### src/rtl/dbp_pkg.sv
// Shared helpers for the branch predictor: counter reset value, saturating
// counter arithmetic and the BHT/BTB index hash.
package dbp_pkg;

  function automatic logic [31:0] ctr_rst(input int ctr_w);
    return (32'd1 << (ctr_w - 1)) - 32'd1;
  endfunction

  function automatic logic [31:0] sat_inc(input logic [31:0] v, input int ctr_w);
    logic [31:0] top;
    top = (32'd1 << ctr_w) - 32'd1;
    return (v >= top) ? top : v + 32'd1;
  endfunction

  function automatic logic [31:0] sat_dec(input logic [31:0] v);
    return (v == 32'd0) ? 32'd0 : v - 32'd1;
  endfunction

  // PC is halfword aligned, so bit 0 never contributes to the index.
  function automatic logic [31:0] dbp_index(input logic [31:0] pc, input logic [31:0] ghr,
                                            input int idx_w, input bit gshare);
    logic [31:0] mask;
    logic [31:0] idx;
    mask = (32'd1 << idx_w) - 32'd1;
    idx  = (pc >> 1) & mask;
    if (gshare) idx = idx ^ (ghr & mask);
    return idx;
  endfunction

endpackage

### src/rtl/dbp_table.sv
// Generic 2^IDX_W x W register array: NRD combinational read ports, one
// synchronous write port, async active-low reset to RST_VAL.
module dbp_table #(
  parameter int             IDX_W   = 4,
  parameter int             W       = 2,
  parameter int             NRD     = 1,
  parameter logic [W-1:0]   RST_VAL = '0
) (
  input  logic                      clk,
  input  logic                      rst_n,
  input  logic [NRD-1:0][IDX_W-1:0] raddr,
  output logic [NRD-1:0][W-1:0]     rdata,
  input  logic                      we,
  input  logic [IDX_W-1:0]          waddr,
  input  logic [W-1:0]              wdata
);

  localparam int DEPTH = 1 << IDX_W;

  logic [W-1:0] mem [DEPTH];

  always_ff @(posedge clk or negedge rst_n) begin
    if (!rst_n) begin
      for (int i = 0; i < DEPTH; i++) mem[i] <= RST_VAL;
    end else if (we) begin
      mem[waddr] <= wdata;
    end
  end

  // No write-to-read bypass: a same-cycle read sees the old contents.
  always_comb begin
    for (int r = 0; r < NRD; r++) rdata[r] = mem[raddr[r]];
  end

endmodule

### src/rtl/dbp_param.sv
// Dynamic branch predictor: saturating-counter BHT plus tagged BTB, indexed
// bimodally or by gshare, with a speculative GHR restored on mispredict.
module dbp_param
  import dbp_pkg::*;
#(
  parameter int ADDR_W = 16,
  parameter int IDX_W  = 4,
  parameter int CTR_W  = 2,
  parameter int TAG_W  = 6,
  parameter int GHR_W  = 4,
  parameter int GSHARE = 0
) (
  input  logic              clk,
  input  logic              rst_n,
  input  logic              enable,
  input  logic [ADDR_W-1:0] PC_curr,
  output logic [CTR_W-1:0]  prediction,
  output logic [ADDR_W-1:0] predicted_target,
  output logic              btb_hit,
  output logic              predict_taken,
  output logic [GHR_W-1:0]  ghr_snapshot,
  input  logic [ADDR_W-1:0] upd_PC,
  input  logic [GHR_W-1:0]  upd_ghr,
  input  logic              upd_taken,
  input  logic [ADDR_W-1:0] upd_target,
  input  logic              wen_BHT,
  input  logic              wen_BTB,
  input  logic              upd_mispredict
);

  typedef struct packed {
    logic              valid;
    logic [TAG_W-1:0]  tag;
    logic [ADDR_W-1:0] target;
  } btb_entry_t;

  localparam int BTB_W = $bits(btb_entry_t);
  localparam logic [CTR_W-1:0] CTR_RST = CTR_W'(ctr_rst(CTR_W));

  logic [GHR_W-1:0] ghr;
  logic [IDX_W-1:0] look_idx, upd_idx;

  logic [1:0][IDX_W-1:0] bht_raddr;
  logic [1:0][CTR_W-1:0] bht_rdata;
  logic [CTR_W-1:0]      bht_wdata;

  logic [0:0][IDX_W-1:0] btb_raddr;
  logic [0:0][BTB_W-1:0] btb_rdata;
  btb_entry_t            btb_rd, btb_wr;

  assign look_idx = IDX_W'(dbp_index(32'(PC_curr), 32'(ghr), IDX_W, GSHARE != 0));
  assign upd_idx  = IDX_W'(dbp_index(32'(upd_PC), 32'(upd_ghr), IDX_W, GSHARE != 0));

  // Port 0 serves the fetch lookup, port 1 reads the counter being trained.
  assign bht_raddr = {upd_idx, look_idx};
  assign bht_wdata = upd_taken ? CTR_W'(sat_inc(32'(bht_rdata[1]), CTR_W))
                               : CTR_W'(sat_dec(32'(bht_rdata[1])));

  dbp_table #(.IDX_W(IDX_W), .W(CTR_W), .NRD(2), .RST_VAL(CTR_RST)) u_bht (
    .clk   (clk),
    .rst_n (rst_n),
    .raddr (bht_raddr),
    .rdata (bht_rdata),
    .we    (wen_BHT),
    .waddr (upd_idx),
    .wdata (bht_wdata)
  );

  assign btb_raddr[0] = look_idx;
  assign btb_rd       = btb_rdata[0];
  assign btb_wr       = '{valid: 1'b1, tag: upd_PC[IDX_W+TAG_W:IDX_W+1], target: upd_target};

  dbp_table #(.IDX_W(IDX_W), .W(BTB_W), .NRD(1), .RST_VAL('0)) u_btb (
    .clk   (clk),
    .rst_n (rst_n),
    .raddr (btb_raddr),
    .rdata (btb_rdata),
    .we    (wen_BTB),
    .waddr (upd_idx),
    .wdata (btb_wr)
  );

  assign btb_hit          = btb_rd.valid && (btb_rd.tag == PC_curr[IDX_W+TAG_W:IDX_W+1]);
  assign predicted_target = btb_hit ? btb_rd.target : '0;
  assign prediction       = bht_rdata[0];
  assign predict_taken    = prediction[CTR_W-1] & btb_hit;
  assign ghr_snapshot     = ghr;

  // Recovery wins over the speculative shift; the cast keeps the low GHR_W bits.
  always_ff @(posedge clk or negedge rst_n) begin
    if (!rst_n) begin
      ghr <= '0;
    end else if (upd_mispredict) begin
      ghr <= GHR_W'({upd_ghr, upd_taken});
    end else if (enable && btb_hit) begin
      ghr <= GHR_W'({ghr, predict_taken});
    end
  end

endmodule

### config.mk
export PLATFORM = sky130hd
export DESIGN_NAME = dbp_param
export DESIGN_NICKNAME = d
export VERILOG_FILES = /design/src/rtl/dbp_pkg.sv /design/src/rtl/dbp_table.sv /design/src/rtl/dbp_param.sv
export SDC_FILE = /design/constraint.sdc
export NUM_CORES = 1
export LEC_CHECK = 0
export ABC_CLOCK_PERIOD_IN_PS = 3850
export BUFFER_PORTS_ARGS = -buffer_cell sky130_fd_sc_hd__buf_2
export CAP_MARGIN = 20
export CORE_ASPECT_RATIO = 0.9
export CORE_UTILIZATION = 60
export CTS_BUF_LIST = sky130_fd_sc_hd__clkbuf_4 sky130_fd_sc_hd__clkbuf_8
export DETAILED_ROUTE_END_ITERATION = 12
export PLACE_DENSITY = 0.88
export SLEW_MARGIN = 20
export SYNTH_ARGS = -nofsm -noshare
export SYNTH_HDL_FRONTEND = slang
export SYNTH_SLANG_ARGS = --single-unit
### constraint.sdc
create_clock -name clk -period 3.85 [get_ports clk]
set_clock_uncertainty 0.05 [all_clocks]
set_input_delay 0.385 -clock clk [delete_from_list [all_inputs] [get_ports clk]]
set_output_delay 0.385 -clock clk [all_outputs]
set_load 0.005 [all_outputs]
==> results of run 1 <==
[routing by layer]
metal	part of all wire (%)	vias to the layer above
met1	41	5834
li1	-	4498
met5	0.018	-
met3	5.1	103
met4	3.0	2
met2	50	368
[layout by cell type, fill, tap and decap left out, types with 10 or more instances in the layout]
cell,netlist,layout
dfrtp_1,388,388
mux2_2,385,385
mux4_2,116,116
clkbuf_8,0,80
buf_2,15,66
buf_4,4,33
clkbuf_4,0,18
dfstp_2,16,16
nor2_1,27,15
or2_2,14,14
mux2i_1,13,13
nand2_1,13,13
and3_1,10,10
[flip-flops by register name, summed over array words and instances (netlist names)]
name	flops
u_btb.mem	368
u_bht.mem	32
ghr_snapshot	4
[worst max-delay path, cell delays in order, from the launching register on]
cell	delay (ns)
dfrtp_1	0.40
mux4_1	0.52
o22a_1	0.23
o221a_2	0.14
xnor2_1	0.24
nor4b_4	0.29
buf_4	0.27
and3_1	0.25
buf_2	0.14
[per-stage QoR]
| step | setup slack (ns) | std cells | instance area [um^2] | hold WS (ns) | power [W] |
|---|---|---|---|---|---|
| 2_1_floorplan | 0.796 | 1158 | 18700 | 0.0394 | 0.00752 |
| 3_3_place_gp | 0.542 | 1570 | 19500 | 0.391 | 0.00802 |
| 3_5_place_dp | 0.554 | 1570 | 19500 | 0.397 | 0.00823 |
| 4_1_cts | 0.371 | 1688 | 20900 | 0.00964 | 0.0122 |
| 5_1_grt | 0.265 | 1688 | 20900 | 0.00896 | 0.0127 |
| 6_report | 0.364 | 1688 | 20900 | 0.0327 | 0.0122 |
[cell type report]
cell class,instances,area [um^2],area share (%)
clock buffer,98,1240,5.90
clock inverter,18,183,0.872
inverter,3,11.3,0.0538
multi-input combinational,656,8200,39.1
sequential,404,10100,48.4
tap,403,504,2.41
timing repair buffer,106,684,3.27
[logic make-up (layout without fill, tap and decap cells)]
kind of cell    after synthesis  count (layout)  synth area share (%)
mux                         523             523                  39.1
flops                       404             404                  54.1
simple gates                102             102                  3.02
buf+inv                      98             225                  2.39
compound gates               22              22                 0.923
xor+xnor                      7               7                 0.328
fa+ha+maj                     2               2                 0.120
[timing repair]
| action | CTS | global route |
|---|---|---|
| hold buffers | 2 | 0 |
| setup buffers | 0 | 0 |
| endpoints found under the hold margin | 98 | 0 |
[how the worst max path moves through the flow]
stage,depth (start not counted),endpoint,slack (ns)
floorplan,8,predicted_target[10],0.80
global placement,10,predicted_target[14],0.54
detailed placement,10,predicted_target[14],0.55
CTS,8,predicted_target[14],0.37
global route,8,predicted_target[14],0.27
finish,8,predicted_target[14],0.36
[power by group]
part / total, W / internal (W) / switching [W]
clock: 0.00395 / 0.00227 / 0.00168
combinational: 0.00236 / 0.00146 / 0.000901
sequential: 0.00589 / 0.00532 / 0.000570
total: 0.0122 / 0.00904 / 0.00315
==> results.py, run 1 <==
metrics = {
    "status": {
        "outcome": "completed",
    },
    "yosys": {
        "synthCells": 1158,
        "synth_edf_count": 0,
        "ys_top_cells_by_count": "dfrtp_1, mux2_2, mux4_2",
        "netlist.area_leader.share_pct": 51.9,
        "synth_flop_cell": "dfrtp_1",
        "synthTopCellsByArea": "dfrtp_1, mux2_2, mux4_2, dfstp_2, clkbuf_1",
        "ys_warn_count": 0,
        "synth-seq-area-share_pct": 54.1,
        "yosysMostFrequentCell": "dfrtp_1",
        "synth_area_leader_cell": "dfrtp_1",
        "async_reset_ff_share_pct": 100,
        "syn_area_um2": 18700,
        "ys_ff_latch": 404,
        "avgSynthCellArea_um2": 16.2,
        "ys_types": 37,
        "syn-num-nets": 1217,
    },
    "timing": {
        "fin_crit_sh_pct": 90.6,
        "rsz0062_at_grt": "false",
        "finalHoldViolCount": 0,
        "period_minus_slack_ns": 3.49,
        "fmax_mhz": 287,
        "maxSlewViolCount": 0,
        "slew_headroom_pct": 26.8,
        "final.setup.tns_ns": 0,
        "setup_viol": 0,
        "tightest_slew_ns": 1.10,
    },
    "place": {
        "dp_hpwl_mm": 24.9,
        "numPortBuffers": 69,
        "place_congestion": 0.789,
    },
    "clock_network": {
        "cts_root_buffer": "clkbuf_8",
        "cts_made_buffers": 66,
        "htreeDepth": 3,
        "clock_sinks": 404,
        "clk_pin_slew_ns": 0.06,
        "cts.path.max_buffers": 3,
        "clock_latency_ns": 0.58,
        "cts_resized": 0,
        "cts_tree": "yes",
    },
    "min_path": {
        "hp-class": "primary input to register",
        "hold_end": "ghr_snapshot[3]$_DFFE_PN0P_",
        "hold_depth": 3,
        "worstHoldStart": "upd_ghr[2]",
    },
    "global_route": {
        "grtUsageMet3_pct": 5.48,
        "antenna_found_initial": 1,
        "use_met1_pct": 38.0,
        "grt_max_degree": 104,
        "met2_usage_pct": 47.5,
        "grt_usage_pct": 28.7,
        "grt_pass1_vias": 11800,
        "top_usage_layer": "met2",
        "grt_pass1_wl_mm": 68.9,
        "grt.overflow.total": 0,
    },
    "floorplan": {
        "core_um2": 30300,
        "die_area_um2": 31900,
        "initial_core_util_pct": 61.8,
        "ios": 83,
        "rows": 60,
        "fp.dieH_um": 170,
        "die_x_um": 188,
    },
    "setup_path": {
        "rrSetupSlack_ns": 1.25,
        "cp-end-kind": "output port",
        "rr_worst_depth": 7,
        "critPathArrivalTime_ns": 3.05,
        "reg2reg_to": "ghr_snapshot[1]$_DFFE_PN0P_",
        "critPathLaunchType": "register",
        "worst-path-max-fanout": 13,
        "worst-setup-path-type": "register to output port",
        "worstPathRequired_ns": 3.41,
        "critical_path.startpoint": "u_btb.mem[270]$_DFFE_PN0P_",
        "r2r_start": "u_btb.mem[270]$_DFFE_PN0P_",
    },
    "pwr": {
        "vdd_drop_max_mv": 0.350,
        "p_per_area_nw_per_um2": 582,
        "power_leakage_nw": 9.03,
    },
    "route": {
        "ant_nets": 0,
        "drt_wl_total_mm": 43.5,
        "drt-vias-per-instance": 6.40,
        "drc": 0,
        "vias": 10800,
        "dr.pass1.iters": 7,
        "post_drt_wl_per_cell_um": 25.8,
        "initialDrtViolationCount": 1000,
    },
    "layout": {
        "fillerInstances": 1863,
        "final_util_pct": 69.2,
        "drive_gt1_share_pct": 60.7,
        "final_nets": 1296,
        "num_antenna_cells": 0,
        "area_delta_synth_final_pct": 11.9,
    },
    "run": {
        "cap_violations": 0,
    },
}
Power figures use the tool's default switching activity.
==> run 2, diff against run 1 <==
--- a/config.mk
+++ b/config.mk
@@ -5,9 +5,7 @@
 export SDC_FILE = /design/constraint.sdc
 export NUM_CORES = 1
 export LEC_CHECK = 0
-export ABC_CLOCK_PERIOD_IN_PS = 3850
 export BUFFER_PORTS_ARGS = -buffer_cell sky130_fd_sc_hd__buf_2
-export CAP_MARGIN = 20
 export CORE_ASPECT_RATIO = 0.9
 export CORE_UTILIZATION = 60
 export CTS_BUF_LIST = sky130_fd_sc_hd__clkbuf_4 sky130_fd_sc_hd__clkbuf_8
==> constraint.sdc (replaced) <==
create_clock -name clk -period 3.8 [get_ports clk]
set_clock_uncertainty 0.05 [all_clocks]
set_input_delay 0.38 -clock clk [delete_from_list [all_inputs] [get_ports clk]]
set_output_delay 0.38 -clock clk [all_outputs]
set_load 0.005 [all_outputs]
==> run 2 against run 1 <==
  * Wire length shrank 2.8%
  * Combinational power about the same
  * Critical path depth is the same
  * Count of clock-buffer cells in the layout increased by 13
  * Flip-flop and latch count stayed put
  * Via count increased by 0.15%
  * Largest cell class unchanged
==> results.py, run 2 (synthesis gave the netlist of run 1 again) <==
metrics = {
    "status": {
        "outcome": "completed",
    },
    "clock_network": {
        "htreeDepth": 3,
        "cts_resized": 0,
        "cts_tree": "yes",
        "postCtsSetupBuffers": 0,
        "cts.path.max_buffers": 3,
        "clock_latency_ns": 0.60,
        "cts_made_buffers": 67,
        "clock_sinks": 404,
        "cts_root_buffer": "clkbuf_8",
        "cts_hold_buf": 4,
        "clk_pin_slew_ns": 0.06,
    },
    "pwr": {
        "vdd_drop_max_mv": 0.350,
        "power_leakage_nw": 9.07,
        "power.total_w": 0.0123,
        "p_per_area_nw_per_um2": 586,
    },
    "setup_path": {
        "critPathLaunchType": "register",
        "rr_worst_depth": 7,
        "cp-end-kind": "output port",
        "worstPathRequired_ns": 3.37,
        "worst-path-max-fanout": 13,
        "rrSetupSlack_ns": 1.22,
        "reg2reg_to": "ghr_snapshot[2]$_DFFE_PN0P_",
        "worst-setup-path-type": "register to output port",
        "critPathArrivalTime_ns": 2.95,
        "r2r_start": "u_btb.mem[154]$_DFFE_PN0P_",
        "critical_path.startpoint": "u_btb.mem[247]$_DFFE_PN0P_",
    },
    "global_route": {
        "antenna_found_initial": 0,
        "grt.overflow.total": 0,
        "grt_pass1_wl_mm": 66.7,
        "grt_pass1_vias": 11500,
        "grt_max_degree": 114,
        "grt_usage_pct": 27.7,
    },
    "layout": {
        "layout_common_cells": "dfrtp_1, mux2_2, mux4_2",
        "drive_gt1_share_pct": 60.8,
        "area_delta_synth_final_pct": 12.3,
        "largest_reg_flops": 368,
        "fillerInstances": 1871,
        "top_register": "u_btb.mem",
        "final_util_pct": 69.4,
        "final_nets": 1301,
        "finalNonFillerCells": 1699,
        "layout_commonest_cell": "dfrtp_1",
    },
    "place": {
        "numPortBuffers": 69,
        "dp_hpwl_mm": 25.1,
        "dp.cells": 1572,
        "place_congestion": 0.782,
        "place_worst_setup_slack_ns": 0.445,
    },
    "timing": {
        "rsz0062_at_grt": "false",
        "final.setup.tns_ns": 0,
        "finalHoldViolCount": 0,
        "setup_viol": 0,
        "tightest_slew_ns": 0.954,
        "setup_ws_ns": 0.424,
        "fmax_mhz": 296,
        "period_minus_slack_ns": 3.38,
        "fin_crit_sh_pct": 88.8,
        "maxSlewViolCount": 0,
        "slew_headroom_pct": 36.2,
    },
    "floorplan": {
        "fp.dieH_um": 170,
        "rows": 60,
        "initial_core_util_pct": 61.8,
        "core_um2": 30300,
        "die_x_um": 188,
        "ios": 83,
        "die_area_um2": 31900,
    },
    "route": {
        "initialDrtViolationCount": 656,
        "vias": 10800,
        "ant_nets": 0,
        "drt-vias-per-instance": 6.37,
        "dr.pass1.iters": 5,
        "drt_wl_total_mm": 42.3,
        "drc": 0,
        "post_drt_wl_per_cell_um": 24.9,
    },
    "min_path": {
        "hold_depth": 3,
        "hold_end": "ghr_snapshot[0]$_DFFE_PN0P_",
        "hp-class": "primary input to register",
        "worstHoldStart": "upd_taken",
    },
    "run": {
        "cap_violations": 0,
    },
}
## run 2: power breakdown
part / leakage [nW] / switching (W) / internal [W]
registers: 4.91 / 0.000567 / 0.00539
clock network: 0.760 / 0.00176 / 0.00224
logic: 3.40 / 0.000876 / 0.00148
## run 2: final cells by class
type	count	area, um^2	share of cell area (%)
Multi-Input combinational cell	656	8200	39.0
Timing Repair Buffer	110	744	3.54
Sequential cell	404	10100	48.2
Clock buffer	111	1330	6.35
Tap cell	403	504	2.40
Antenna cell	1	2.50	0.0119
Clock inverter	11	88.8	0.423
Inverter	3	11.3	0.0536
## run 2: how the worst max path moves through the flow
stage	end	cells after the start
2_1_floorplan	predicted_target[10]	8
3_3_place_gp	predicted_target[14]	10
3_5_place_dp	predicted_target[14]	10
4_1_cts	predicted_target[14]	8
5_1_grt	predicted_target[14]	8
6_report	predicted_target[14]	8
## run 2: metal layers
| metal | track usage (%) | wire (um) |
|---|---|---|
| met1 | 38.6 | 17900 |
| met2 | 45.2 | 21300 |
| met3 | 4.09 | 2080 |
| met4 | 9.86 | 1000 |
| met5 | 0 | 0 |
## run 2: stage by stage
step                      instance area (um^2)  hold WS, ns
after floorplan                          18700       0.0344
after global placement                   19500        0.391
after detailed placement                 19500        0.401
after CTS                                21000       0.0519
after global routing                     21000       0.0817
final                                    21000       0.0856
## run 2: worst max-delay path: stages, from the launching register on
cell and delay, ns:
dfrtp_1 0.38, mux4_1 0.49, o22a_1 0.22, o221a_2 0.13, xnor2_1 0.22, nor4b_4 0.26
buf_4 0.27, and3_1 0.25, buf_2 0.13
